<file path="src/rtl/branch_checkpoint_ctrl.sv">
// Multi-slot in-order branch checkpoint store between rename and branch recovery.
// Allocation grant is combinational (same cycle); restore pulse/squash mask one cycle after an accepted mispredict.
// Rename is stalled while the store is full or while a recovery window is open.
//
// Ports:
//   clk, rst                      clock, synchronous active-high reset
//   alloc_req / alloc_gnt / id    rename branch checkpoint request, grant and granted slot (tail)
//   ckpt_*_in                     snapshot written into the granted slot
//   resolve_valid/id/mispredict   branch resolution event
//   flush                         discard every checkpoint, no restore pulse
//   restore_*                     registered one-cycle restore pulse, data and squash mask
//   stall, free_count             rename hold and number of free slots
module branch_checkpoint_ctrl #(
    parameter int  NUM_CKPT       = 4,
    parameter int  NUM_ARCH_REGS  = 32,
    parameter int  PHYS_REG_BITS  = 7,
    parameter int  ROB_BITS       = 5,
    parameter int  RECOVER_CYCLES = 2,
    localparam int CKPT_BITS      = $clog2(NUM_CKPT),
    localparam int MAP_BITS       = NUM_ARCH_REGS * PHYS_REG_BITS
) (
    input  logic                     clk,
    input  logic                     rst,
    input  logic                     alloc_req,
    input  logic [MAP_BITS-1:0]      ckpt_map_in,
    input  logic [PHYS_REG_BITS-1:0] ckpt_freelist_ptr_in,
    input  logic [ROB_BITS-1:0]      ckpt_rob_tag_in,
    output logic                     alloc_gnt,
    output logic [CKPT_BITS-1:0]     alloc_id,
    input  logic                     resolve_valid,
    input  logic [CKPT_BITS-1:0]     resolve_id,
    input  logic                     resolve_mispredict,
    input  logic                     flush,
    output logic                     restore_valid,
    output logic [MAP_BITS-1:0]      restore_map_table,
    output logic [PHYS_REG_BITS-1:0] restore_freelist_ptr,
    output logic [ROB_BITS-1:0]      restore_rob_tag,
    output logic [NUM_CKPT-1:0]      squash_mask,
    output logic                     stall,
    output logic [CKPT_BITS:0]       free_count
);

    localparam int WAIT_BITS = (RECOVER_CYCLES > 1) ? $clog2(RECOVER_CYCLES) : 1;
    localparam logic [CKPT_BITS:0] FULL = (CKPT_BITS+1)'(NUM_CKPT);

    typedef enum logic [1:0] {IDLE, RESTORE, WAIT} state_t;

    state_t                     state;
    logic [WAIT_BITS-1:0]       wait_cnt;
    logic [NUM_CKPT-1:0]        slot_valid;
    logic [NUM_CKPT-1:0]        slot_done;
    logic [MAP_BITS-1:0]        slot_map [NUM_CKPT];
    logic [PHYS_REG_BITS-1:0]   slot_fl  [NUM_CKPT];
    logic [ROB_BITS-1:0]        slot_rob [NUM_CKPT];
    logic [CKPT_BITS-1:0]       head;
    logic [CKPT_BITS-1:0]       tail;
    logic [CKPT_BITS:0]         count;

    logic                       mispredict;
    logic                       resolve_ok;
    logic                       retire;
    logic [CKPT_BITS-1:0]       mp_age;
    logic [NUM_CKPT-1:0]        squash_next;

    assign mispredict = resolve_valid && resolve_mispredict && slot_valid[resolve_id];
    assign resolve_ok = resolve_valid && !resolve_mispredict && slot_valid[resolve_id];
    // done is read from the register, so a slot resolved this cycle retires next cycle at the earliest
    assign retire     = slot_valid[head] && slot_done[head];
    assign alloc_gnt  = alloc_req && (state == IDLE) && (count < FULL) && !mispredict && !flush;
    assign alloc_id   = tail;
    assign stall      = (state != IDLE) || (count == FULL);
    assign free_count = FULL - count;

    // Age relative to head: the mispredicted slot and everything younger that is still live is squashed.
    assign mp_age = resolve_id - head;

    always_comb begin
        logic [CKPT_BITS-1:0] age;
        age         = '0;
        squash_next = '0;
        for (int i = 0; i < NUM_CKPT; i++) begin
            age            = CKPT_BITS'(i) - head;
            squash_next[i] = slot_valid[i] && (age >= mp_age);
        end
    end

    always_ff @(posedge clk) begin
        if (rst) begin
            state                <= IDLE;
            wait_cnt             <= '0;
            slot_valid           <= '0;
            slot_done            <= '0;
            head                 <= '0;
            tail                 <= '0;
            count                <= '0;
            restore_valid        <= 1'b0;
            restore_map_table    <= '0;
            restore_freelist_ptr <= '0;
            restore_rob_tag      <= '0;
            squash_mask          <= '0;
        end else if (flush) begin
            state         <= IDLE;
            wait_cnt      <= '0;
            slot_valid    <= '0;
            slot_done     <= '0;
            head          <= '0;
            tail          <= '0;
            count         <= '0;
            restore_valid <= 1'b0;
            squash_mask   <= '0;
        end else if (mispredict) begin
            // Retire and allocation are held off for this cycle; head is unchanged so the
            // surviving occupancy is simply the distance from head to the mispredicted slot.
            restore_valid        <= 1'b1;
            restore_map_table    <= slot_map[resolve_id];
            restore_freelist_ptr <= slot_fl[resolve_id];
            restore_rob_tag      <= slot_rob[resolve_id];
            squash_mask          <= squash_next;
            slot_valid           <= slot_valid & ~squash_next;
            slot_done            <= slot_done & ~squash_next;
            tail                 <= resolve_id;
            count                <= {1'b0, mp_age};
            state                <= RESTORE;
            wait_cnt             <= '0;
        end else begin
            restore_valid <= 1'b0;
            squash_mask   <= '0;

            if (resolve_ok) begin
                slot_done[resolve_id] <= 1'b1;
            end
            if (retire) begin
                slot_valid[head] <= 1'b0;
                slot_done[head]  <= 1'b0;
                head             <= head + 1'b1;
            end
            if (alloc_gnt) begin
                slot_valid[tail] <= 1'b1;
                slot_done[tail]  <= 1'b0;
                slot_map[tail]   <= ckpt_map_in;
                slot_fl[tail]    <= ckpt_freelist_ptr_in;
                slot_rob[tail]   <= ckpt_rob_tag_in;
                tail             <= tail + 1'b1;
            end
            count <= count + (CKPT_BITS+1)'(alloc_gnt) - (CKPT_BITS+1)'(retire);

            // RESTORE is the first stall cycle; WAIT covers the remaining RECOVER_CYCLES-1.
            case (state)
                RESTORE: begin
                    if (RECOVER_CYCLES > 1) begin
                        state    <= WAIT;
                        wait_cnt <= WAIT_BITS'(1);
                    end else begin
                        state <= IDLE;
                    end
                end
                WAIT: begin
                    if (wait_cnt == WAIT_BITS'(RECOVER_CYCLES - 1)) begin
                        state <= IDLE;
                    end else begin
                        wait_cnt <= wait_cnt + 1'b1;
                    end
                end
                default: state <= IDLE;
            endcase
        end
    end

endmodule

</file>
<file path="config.mk">
export PLATFORM = sky130hd
export DESIGN_NAME = branch_checkpoint_ctrl
export DESIGN_NICKNAME = d
export VERILOG_FILES = /design/src/rtl/branch_checkpoint_ctrl.sv
export SDC_FILE = /design/constraint.sdc
export NUM_CORES = 1
export LEC_CHECK = 0
export CAP_MARGIN = 5
export CORE_MARGIN = 4
export CORE_UTILIZATION = 56
export CTS_CLUSTER_DIAMETER = 30
export DETAILED_ROUTE_END_ITERATION = 10
export GPL_TIMING_DRIVEN = 0
export HOLD_SLACK_MARGIN = 0.08
export PLACE_DENSITY = 0.8
export SETUP_SLACK_MARGIN = 0.5
export SLEW_MARGIN = 10
export SYNTH_ARGS = -nofsm -noshare
export SYNTH_HDL_FRONTEND = slang
export SYNTH_SLANG_ARGS = --single-unit
export TNS_END_PERCENT = 50
</file>
<file path="constraint.sdc">
create_clock -name clk -period 25.3 [get_ports clk]
set_input_delay 2.53 -clock clk [delete_from_list [all_inputs] [get_ports clk]]
set_output_delay 2.53 -clock clk [all_outputs]
set_load 0.05 [all_outputs]
</file>
==> results.md, run 1 <==
- Seq/Total Area, Yosys: 0.772
- 1st-pass router iterations: 6
- Worst EP arrival: 5240 ps
- Largest cells by area after synthesis: edfxtp_1 (65%), mux4_2 (12%), dfxtp_1 (12%)
- Final net count: 3413
- CTS tree: built
- Reg2reg setup slack: 20970 ps
- NetSw: 1.06 mW
- Worst r2r dst: slot_map[1][120]
- Synth top area share: 0.653
- Crit path required time: 22770 ps
- H-tree depth: 4
- Delay of the slowest cell on the worst path: 800 ps
- PwrDens: 86.5 nW/um2
- Sw Ratio: 0.215
- Dpl cells: 3981
- CP Capture Type: output pin
- Filler Cell Count: 4059
- Static Leak: 18.6 nW
- Most common cell on crit path: clkdlybuf4s50_1
- Starting density of the core: 0.568
- Clock root cell: clkbuf_16
- Max_cap viols: 0
- Startpoint types: input port
- Hold-fix buffers at CTS: 0
- Yosys top cell by area: edfxtp_1
- R2r worst-path depth: 14
- First-pass GRT wire length: 163000 um
- Placement Rows: 101
- Register bit total from synthesis: 1203
- Synthesized area: 43400 um2
- Bufs on Longest Clock Path: 3
- Initial antenna violation count: 31
- Slew HR: 0.209
- GPL Wtd Cong: 0.880
- WP buf/inv: 4
- Synth async-reset ratio: 0
- Via count: 25300
- Syn Nets: 2684
- Clk sink count: 1203
- Unrepaired setup endpoints after global routing: false
- Synth warn: 0
- Crit Path Class: in -> out
- Tcrit/Tclk final: 0.307
- Slew Limit Fails: 0
- Unique masters post-synth: 43
- Final Cell Area: 57000 um2
- Core Box Area: 76500 um2
- Initial drt markers: 2095
- Synthesized area per cell: 18.0 um2
- Drt drc: 0
- Number of flops mapped to enable cells by yosys: 944
- All-Layer GR Usage: 0.264
- Clock share of power: 0.529
- Storage cell area: 33500 um2
- Worst Hold Path EP: restore_map_table[150]
- Crit path cell chain: clkdlybuf4s50_1 -> clkbuf_1 -> nand3_1 -> o22ai_2 -> nand2b_1 -> inv_1 -> clkdlybuf4s50_1
- Cell family with most CP delay: buffers and inverters
- Worst R2R Start: count[0]
- Max VDD drop: 0.0718 mV
- Pint: 3.87 mW
- Vias per Instance: 5.79
- Post-DP HPWL: 67700 um
- Share of cells above drive strength 1: 0.205
- Number of port buffers: 490
- Final Hold Viols: 0
- Min-delay src: restore_map_table[150]
- Die ar.: 82100 um2
- Least-Margin Pin Slew: 1190 ps
- Setup repair bufs after CTS: 0
- Tmin final: 7770 ps
- Total grt overflow: 0
- DRT antenna net count: 0
- Hold Path Depth: 2
- Average wire per standard cell: 24.6 um
- Tightest Hold Check Type: reg -> reg
- Crit Path Max Fanout: 8
- Post-Synthesis Cells: 2416
- Number of global-route vias before repair: 27000
- Clk pin slew, worst setup/hold paths: 50 ps
- Status: complete, no violations
- Slowest cell on crit path: clkdlybuf4s50_1
- Main synth FF type: edfxtp_1
- Layout Area Growth over Synthesis: 31.3%
- Maximum clock rate: 129 MHz
- Combinational Power Share: 0.033
- I/O pins: 492
- Multi-input logic area: 9210 um2
- Die Wd: 286 um
- Largest net degree at the start of global routing: 52
- Finished Layout Cells: 4366
- Clock latency at the later pin of the worst-skew pair: 760 ps
- CTS-repair resized insts: 0
- Flop pwr share: 0.437
- Die Y-Extent: 286 um
- Placed cell area: 50300 um2
- Clock Skew: 66.4 ps
- Final WL: 108000 um
- Setup Viol. Count Final: 0
- Number of CTS-inserted buffers: 192
power groups by stage:
stage	Combinational, mW	Sequential (mW)	Clock [mW]
floorplan	0.0756	2.20	0
global placement	0.154	2.20	0
detailed placement	0.163	2.19	0
CTS	0.166	2.15	2.64
global route	0.176	2.15	2.75
finish	0.165	2.15	2.61
metal layers:
metal  global-route usage  wire [um]
met1                0.319      38300
met2                0.450      55400
met3               0.0755       9540
met4                0.108       4250
met5                    0        110
cell usage in the layout, fill, tap and decap left out, types with 18 or more instances in the layout:
| cell type | instances |
|---|---|
| a21oi_1 | 238 |
| buf_2 | 49 |
| buf_4 | 34 |
| clkbuf_1 | 91 |
| clkbuf_16 | 195 |
| clkdlybuf4s50_1 | 490 |
| clkinv_2 | 21 |
| clkinvlp_4 | 29 |
| dfxtp_1 | 259 |
| diode_2 | 23 |
| edfxtp_1 | 944 |
| ha_1 | 23 |
| inv_1 | 20 |
| inv_6 | 18 |
| mux4_2 | 237 |
| nand2_1 | 475 |
| nor2_1 | 18 |
flip-flops by register name (all words and copies together), names as in the netlist, 2 cells and up:
register and count:
alloc_id 2, count 3, head 2, restore_freelist_ptr 7
restore_map_table 224, restore_rob_tag 5, slot_done 4, slot_fl 28
slot_map 896, slot_rob 20, slot_valid 4, squash_mask 4
state 2
area by class of cell:
| cell class | count | area share |
|---|---|---|
| antenna | 23 | 0.00101 |
| buffer | 135 | 0.0109 |
| clock buffer | 233 | 0.0907 |
| clock inverter | 129 | 0.0258 |
| inverter | 20 | 0.00132 |
| multi-input combinational | 1058 | 0.162 |
| sequential | 1203 | 0.588 |
| tap | 1030 | 0.0226 |
| timing repair buffer | 535 | 0.0978 |
how the worst max path moves through the flow:
stage / from / depth (start not counted) / to / slack (ps)
floorplan: resolve_id[1] / 5 / slot_fl[1][0] / 4970
finish: resolve_id[0] / 7 / alloc_gnt / 17530
detailed placement: resolve_id[0] / 7 / alloc_gnt / 17610
global placement: resolve_id[0] / 6 / slot_map[1][132] / -8640
CTS: resolve_id[0] / 7 / alloc_gnt / 17600
global route: resolve_id[0] / 7 / alloc_gnt / 17430
logic make-up after synthesis:
logic type | count (synthesis) | synth area share
flops | 1203 | 0.772
simple gates | 518 | 0.0462
compound gates | 269 | 0.0335
mux | 242 | 0.124
buf+inv | 155 | 0.0160
fa+ha+maj | 24 | 0.00709
xor+xnor | 5 | 0.00101
worst register-to-register path, stage by stage (launching register included):
cell and delay, ps:
dfxtp_1 340, inv_1 80, ha_1 200, ha_1 170, nand2b_1 170, a2111oi_2 500, nand2b_1 270, nor3_2 660
buf_4 320, buf_4 240, buf_6 190, buf_4 200, buf_4 210, buf_4 240, buf_4 220
metrics by stage:
step	power [mW]	utilization	hold slack [ps]	setup TNS, ps	setup slack, ps
detailed placement	2.36	0.658	446	0	17610
CTS	4.96	0.745	453	0	17600
finish	4.93	0.746	455	0	17530
floorplan	2.28	-	430	0	4970
global route	5.08	0.745	472	0	17430
global placement	2.35	0.649	441	-2032210	-8640
Yosys cell counts (all sizes together), types with 2 or more instances:
library cell and count:
mux4 237, nand2 475, o21ai 2, xnor2 4, a21oi 238, ha 23
nand3 2, a31o 2, and2 7, a221oi 2, edfxtp 944, a22o 3
clkbuf 68, inv 20, buf 67, mux2i 4, a211oi 7, a221o 2
nand2b 9, a211o 2, nor2 18, dfxtp 259, a31oi 3, or2 2
(Power assumes the default switching activity.)
==> run 2, diff against run 1 <==
--- a/config.mk
+++ b/config.mk
@@ -7,12 +7,12 @@
 export LEC_CHECK = 0
 export CAP_MARGIN = 5
 export CORE_MARGIN = 4
-export CORE_UTILIZATION = 56
+export CORE_UTILIZATION = 50
 export CTS_CLUSTER_DIAMETER = 30
 export DETAILED_ROUTE_END_ITERATION = 10
 export GPL_TIMING_DRIVEN = 0
 export HOLD_SLACK_MARGIN = 0.08
-export PLACE_DENSITY = 0.8
+export PLACE_DENSITY = 0.75
 export SETUP_SLACK_MARGIN = 0.5
 export SLEW_MARGIN = 10
 export SYNTH_ARGS = -nofsm -noshare
==> constraint.sdc (replaced) <==
create_clock -name clk -period 6.8 [get_ports clk]
set_input_delay 0.68 -clock clk [delete_from_list [all_inputs] [get_ports clk]]
set_output_delay 0.68 -clock clk [all_outputs]
set_load 0.05 [all_outputs]
==> results.md, run 2 (same netlist as run 1, synthesis figures left out) <==
- Crit path required time: 6120 ps
- Startpoint types: input port
- 1st-pass router iterations: 5
- NetSw: 3.92 mW
- Vias per Instance: 5.51
- Initial antenna violation count: 27
- Clk sink count: 1203
- Worst Hold Path EP: alloc_id[1]
- Setup repair bufs after CTS: 0
- Met2 Use GR: 0.389
- Hold Worst Slack: 350 ps
- Most frequent cells in the layout: edfxtp_1 (944), clkdlybuf4s50_1 (490), nand2_1 (475)
- R2r worst-path depth: 13
- Layout Area Growth over Synthesis: 32.8%
- Number of global-route vias before repair: 26400
- Largest net degree at the start of global routing: 50
- Met1 Track Usage GR: 0.280
- Static Leak: 18.9 nW
- Number of port buffers: 490
- Pint: 15.0 mW
- GPL Wtd Cong: 0.841
- Max_cap viols: 0
- All-Layer GR Usage: 0.231
- Placement Rows: 107
- Core Box Area: 85700 um2
- Tightest Hold Check Type: in -> reg
- Clock root cell: clkbuf_16
- Via count: 24700
- Reg2reg setup slack: 2870 ps
- Worst r2r dst: slot_map[1][138]
- Filler Cell Count: 5422
- Maximum clock rate: 240 MHz
- CP Capture Type: output pin
- Max reg flops: 896
- Starting density of the core: 0.507
- Combinational Power Share: 0.032
- Die ar.: 91600 um2
- Flop pwr share: 0.424
- Unrepaired setup endpoints after global routing: false
- Worst EP arrival: 3490 ps
- Top Registers: slot_map (896), restore_map_table (224), slot_fl (28)
- Hold-fix buffers at CTS: 0
- Slew HR: 0.162
- Met3 usage: 0.0698
- Worst R2R Start: count[2]
- Crit Path Class: in -> out
- Bufs on Longest Clock Path: 3
- Number of CTS-inserted buffers: 198
- Total grt overflow: 0
- H-tree depth: 4
- Min-delay src: resolve_id[1]
- Clock share of power: 0.543
- Final WL: 106000 um
- Hold Path Depth: 3
- Slew Limit Fails: 0
- Clock latency at the later pin of the worst-skew pair: 750 ps
- First-pass GRT wire length: 159000 um
- Tmin final: 4170 ps
- Average wire per standard cell: 23.6 um
- PwrDens: 328 nW/um2
- Final Cell Area: 57700 um2
- CTS-repair resized insts: 0
- Share of cells above drive strength 1: 0.207
- Status: complete, no violations
- I/O pins: 492
- Die Wd: 303 um
- Setup TNS: 0 ps
- Die Y-Extent: 303 um
- Setup Viol. Count Final: 0
- Least-Margin Pin Slew: 1260 ps
- Drt drc: 0
- Clock Skew: 42.4 ps
- CTS tree: built
- Clk pin slew, worst setup/hold paths: 50 ps
- Largest register by flop count: slot_map
- Tcrit/Tclk final: 0.613
- Placed cell area: 50600 um2
- Post-DP HPWL: 67400 um
- Crit Path Max Fanout: 8
- Sw Ratio: 0.207
- DRT antenna net count: 0
- Busiest grt layer: met2
- Max VDD drop: 0.220 mV
- Final Hold Viols: 0
- Final net count: 3408
- Commonest non-fill, non-tap cell in the layout: edfxtp_1
- Initial drt markers: 2259
-- run 2: cell types whose count changed in the layout (fill, tap and decap cells not counted), moves of 4 or more --
cell	before	now
buf_4	34	13
clkinvlp_4	29	16
buf_8	0	12
bufinv_16	15	26
clkbuf_16	195	205
buf_6	9	2
clkbuf_8	15	10
clkinv_16	7	2
clkinv_4	14	19
buf_16	13	17
inv_6	18	22
inv_8	6	2
-- run 2: cell type report --
type / instances / area [um2] / share of cell area
flip-flops and latches: 1203 / 33500 / 0.582
plain buffers: 135 / 629 / 0.0109
clock buffers: 240 / 5360 / 0.0930
diodes: 22 / 55.1 / 0.000955
well taps: 1144 / 1430 / 0.0248
multi-input cells: 1058 / 9270 / 0.161
repair buffers: 524 / 5640 / 0.0978
inverters: 20 / 75.1 / 0.00130
clock inverters: 136 / 1660 / 0.0288
-- run 2: worst max-delay path by stage --
stage / start / endpoint / slack (ps) / depth (start not counted)
after global routing: resolve_id[0] / alloc_gnt / 2580 / 7
after floorplan: count[1] / slot_fl[1][0] / -640 / 7
after detailed placement: resolve_id[0] / slot_map[1][0] / 2130 / 14
after global placement: resolve_id[0] / slot_fl[1][6] / -5840 / 6
after CTS: resolve_id[0] / alloc_gnt / 2690 / 7
final: resolve_id[0] / alloc_gnt / 2630 / 7
-- run 2: through the flow --
step | cells | util | total power, mW | setup slack [ps]
finish | 4482 | 0.673 | 18.9 | 2630
global route | 4473 | 0.673 | 19.4 | 2580
CTS | 4460 | 0.672 | 19.0 | 2690
detailed placement | 4084 | 0.590 | 8.77 | 2130
global placement | 4050 | 0.582 | 8.75 | -5840
floorplan | 2416 | - | 8.46 | -640
-- run 2: power groups by stage --
| stage | combinational (mW) | clock (mW) | sequential (mW) |
|---|---|---|---|
| final | 0.612 | 10.3 | 8.02 |
| after global routing | 0.655 | 10.8 | 8.01 |
| after CTS | 0.619 | 10.4 | 8.02 |
| after detailed placement | 0.611 | 0 | 8.16 |
| after global placement | 0.581 | 0 | 8.17 |
| after floorplan | 0.285 | 0 | 8.18 |
-- run 2: metal layers --
layer  up-vias  share of wire  routed length [um]
li1      10900              -                   -
met1     12600           0.37               39600
met2       954           0.51               54100
met3       231          0.082                8640
met4        16          0.032                3390
met5         -        0.00097                 103
-- run 2: worst max-delay path, stage by stage --
cell and delay (ps):
clkdlybuf4s50_1 480, clkbuf_1 460, nand3_1 250, o22ai_2 460
nand2b_4 270, inv_1 140, clkdlybuf4s50_1 750
==> run 3, diff against run 2 <==
--- a/config.mk
+++ b/config.mk
@@ -7,12 +7,12 @@
 export LEC_CHECK = 0
 export CAP_MARGIN = 5
 export CORE_MARGIN = 4
-export CORE_UTILIZATION = 50
+export CORE_UTILIZATION = 56
 export CTS_CLUSTER_DIAMETER = 30
 export DETAILED_ROUTE_END_ITERATION = 10
 export GPL_TIMING_DRIVEN = 0
 export HOLD_SLACK_MARGIN = 0.08
-export PLACE_DENSITY = 0.75
+export PLACE_DENSITY = 0.8
 export SETUP_SLACK_MARGIN = 0.5
 export SLEW_MARGIN = 10
 export SYNTH_ARGS = -nofsm -noshare
==> constraint.sdc (replaced) <==
create_clock -name clk -period 4.1 [get_ports clk]
set_input_delay 0.41 -clock clk [delete_from_list [all_inputs] [get_ports clk]]
set_output_delay 0.41 -clock clk [all_outputs]
set_load 0.05 [all_outputs]
==> results.md, run 3 (same netlist as run 1, synthesis figures left out) <==
- Status: complete, no violations
- I/O pins: 492
- Hold-fix buffers at CTS: 0
- Finished Layout Cells: 4333
- Die ar.: 82100 um2
- Static Leak: 18.6 nW
- Worst R2R Start: count[2]
- Starting density of the core: 0.568
- Number of global-route vias before repair: 26700
- Storage cell area: 33500 um2
- Tightest Hold Check Type: in -> reg
- Clock latency at the later pin of the worst-skew pair: 750 ps
- Largest register by flop count: slot_map
- Drt drc: 0
- Crit Path Class: reg -> out
- CTS tree: built
- Reg2reg setup slack: 690 ps
- Final net count: 3396
- Final Hold Viols: 0
- Placed cell area: 50400 um2
- Delay of the slowest cell on the worst path: 600 ps
- Initial antenna violation count: 24
- Most common cell on crit path: nand2b_1
- Max reg flops: 896
- Number of port buffers: 490
- Post-DP HPWL: 67500 um
- Tmin final: 3520 ps
- Startpoint types: register
- R2r worst-path depth: 8
- Min-delay src: resolve_id[1]
- Top Registers: slot_map (896), restore_map_table (224), slot_fl (28)
- CP Capture Type: output pin
- Worst EP arrival: 3110 ps
- Bufs on Longest Clock Path: 3
- Commonest non-fill, non-tap cell in the layout: edfxtp_1
- Clk sink count: 1203
- Hold Path Depth: 3
- DRT antenna net count: 0
- Slew HR: 0.151
- GPL Wtd Cong: 0.857
- Filler Cell Count: 4090
- All-Layer GR Usage: 0.268
- Tcrit/Tclk final: 0.858
- 1st-pass router iterations: 6
- Crit path required time: 3690 ps
- Least-Margin Pin Slew: 1270 ps
- Die Y-Extent: 286 um
- Setup TNS: 0 ps
- Placement Rows: 101
- Slew Limit Fails: 0
- Initial drt markers: 2341
- Worst r2r dst: slot_map[0][129]
- Clk pin slew, worst setup/hold paths: 50 ps
- Dpl cells: 3971
- Crit Path Max Fanout: 5
- Unrepaired setup endpoints after global routing: true
- Layout Area Growth over Synthesis: 31.2%
- Share of cells above drive strength 1: 0.203
- Largest net degree at the start of global routing: 53
- H-tree depth: 4
- Vias per Instance: 5.85
- Max VDD drop: 0.580 mV
- Worst Hold Path EP: alloc_id[1]
- Maximum clock rate: 284 MHz
- Crit path cell chain: ha_1 -> nand2b_1 -> a2111oi_4 -> nand2b_1 -> inv_1 -> dlygate4sd2_1
- Clock Skew: 30.6 ps
- Core Box Area: 76500 um2
- Final WL: 111000 um
- Slowest cell on crit path: dlygate4sd2_1
- Clock root cell: clkbuf_16
- First-pass GRT wire length: 165000 um
- Final Cell Area: 57000 um2
- Most frequent cells in the layout: edfxtp_1 (944), clkdlybuf4s50_1 (489), nand2_1 (475)
- Number of CTS-inserted buffers: 182
- Setup Viol. Count Final: 0
- Max_cap viols: 0
- Via count: 25300
- PwrDens: 532 nW/um2
- Multi-input logic area: 9270 um2
- Average wire per standard cell: 25.5 um
- Total grt overflow: 0
- Die Wd: 286 um
run 3: cell types whose count changed in the layout (fill, tap and decap cells not counted), moves of 2 or more:
cell / delta
buf_8: +2
buf_4: +2
clkbuf_16: -22
clkinvlp_4: +9
inv_6: -4
clkbuf_8: -2
clkinv_1: -6
diode_2: -5
inv_4: -3
inv_8: +2
clkinv_4: -4
clkbuf_1: -5
run 3: metal layers:
metal  up-vias  track usage  wire, um
met5         -            0       107
met4        14        0.108      4230
met3       296       0.0762     10300
met2      1328        0.458     57300
met1     12900        0.324     38700
li1      10800            -         -
run 3: critical path: cells and delay by family, from the launching register on:
family,cells,cell delay [ps]
flip-flops,1,450
buffers and inverters,2,870
AO/OA/AOI/OAI,1,500
adder cells (fa/ha/maj),1,190
AND/OR/NAND/NOR,2,360
run 3: report_power, final:
part / internal (mW) / switching (mW)
registers: 13.3 / 0.0324
clock network: 10.2 / 5.83
logic: 0.505 / 0.515
run 3: layout make-up:
cell class                 instances  area share
buffer                           135      0.0109
antenna                           17    0.000747
tap                             1030      0.0226
sequential                      1203       0.589
clock buffer                     210      0.0836
inverter                          20     0.00132
multi-input combinational       1059       0.163
timing repair buffer             527      0.0998
clock inverter                   132      0.0297
run 3: how the worst max path moves through the flow:
stage | start | end | slack [ps] | cells past startpoint
6_report | count[2] | alloc_gnt | 580 | 6
4_1_cts | count[2] | slot_fl[2][6] | 520 | 8
3_5_place_dp | resolve_id[0] | slot_map[1][158] | 100 | 12
5_1_grt | count[2] | alloc_gnt | 470 | 6
3_3_place_gp | resolve_id[0] | slot_map[1][158] | -8270 | 6
2_1_floorplan | count[1] | slot_fl[1][0] | -3410 | 7
run 3: through the flow:
step	worst slack, ps	total power [mW]	util	hold slack (ps)
detailed placement	95.6	14.5	0.660	449
floorplan	-3410	14.0	-	430
global route	465	31.2	0.745	164
finish	584	30.3	0.745	186
global placement	-8270	14.5	0.650	440
CTS	521	30.5	0.744	140
run 3: what timing repair did:
action | CTS | global route
cloned | 0 | 1
pin swaps | 1 | 2
resized for setup | 1 | 1
setup endpoints to repair | 17 | 126
buffers inserted | 0 | 2
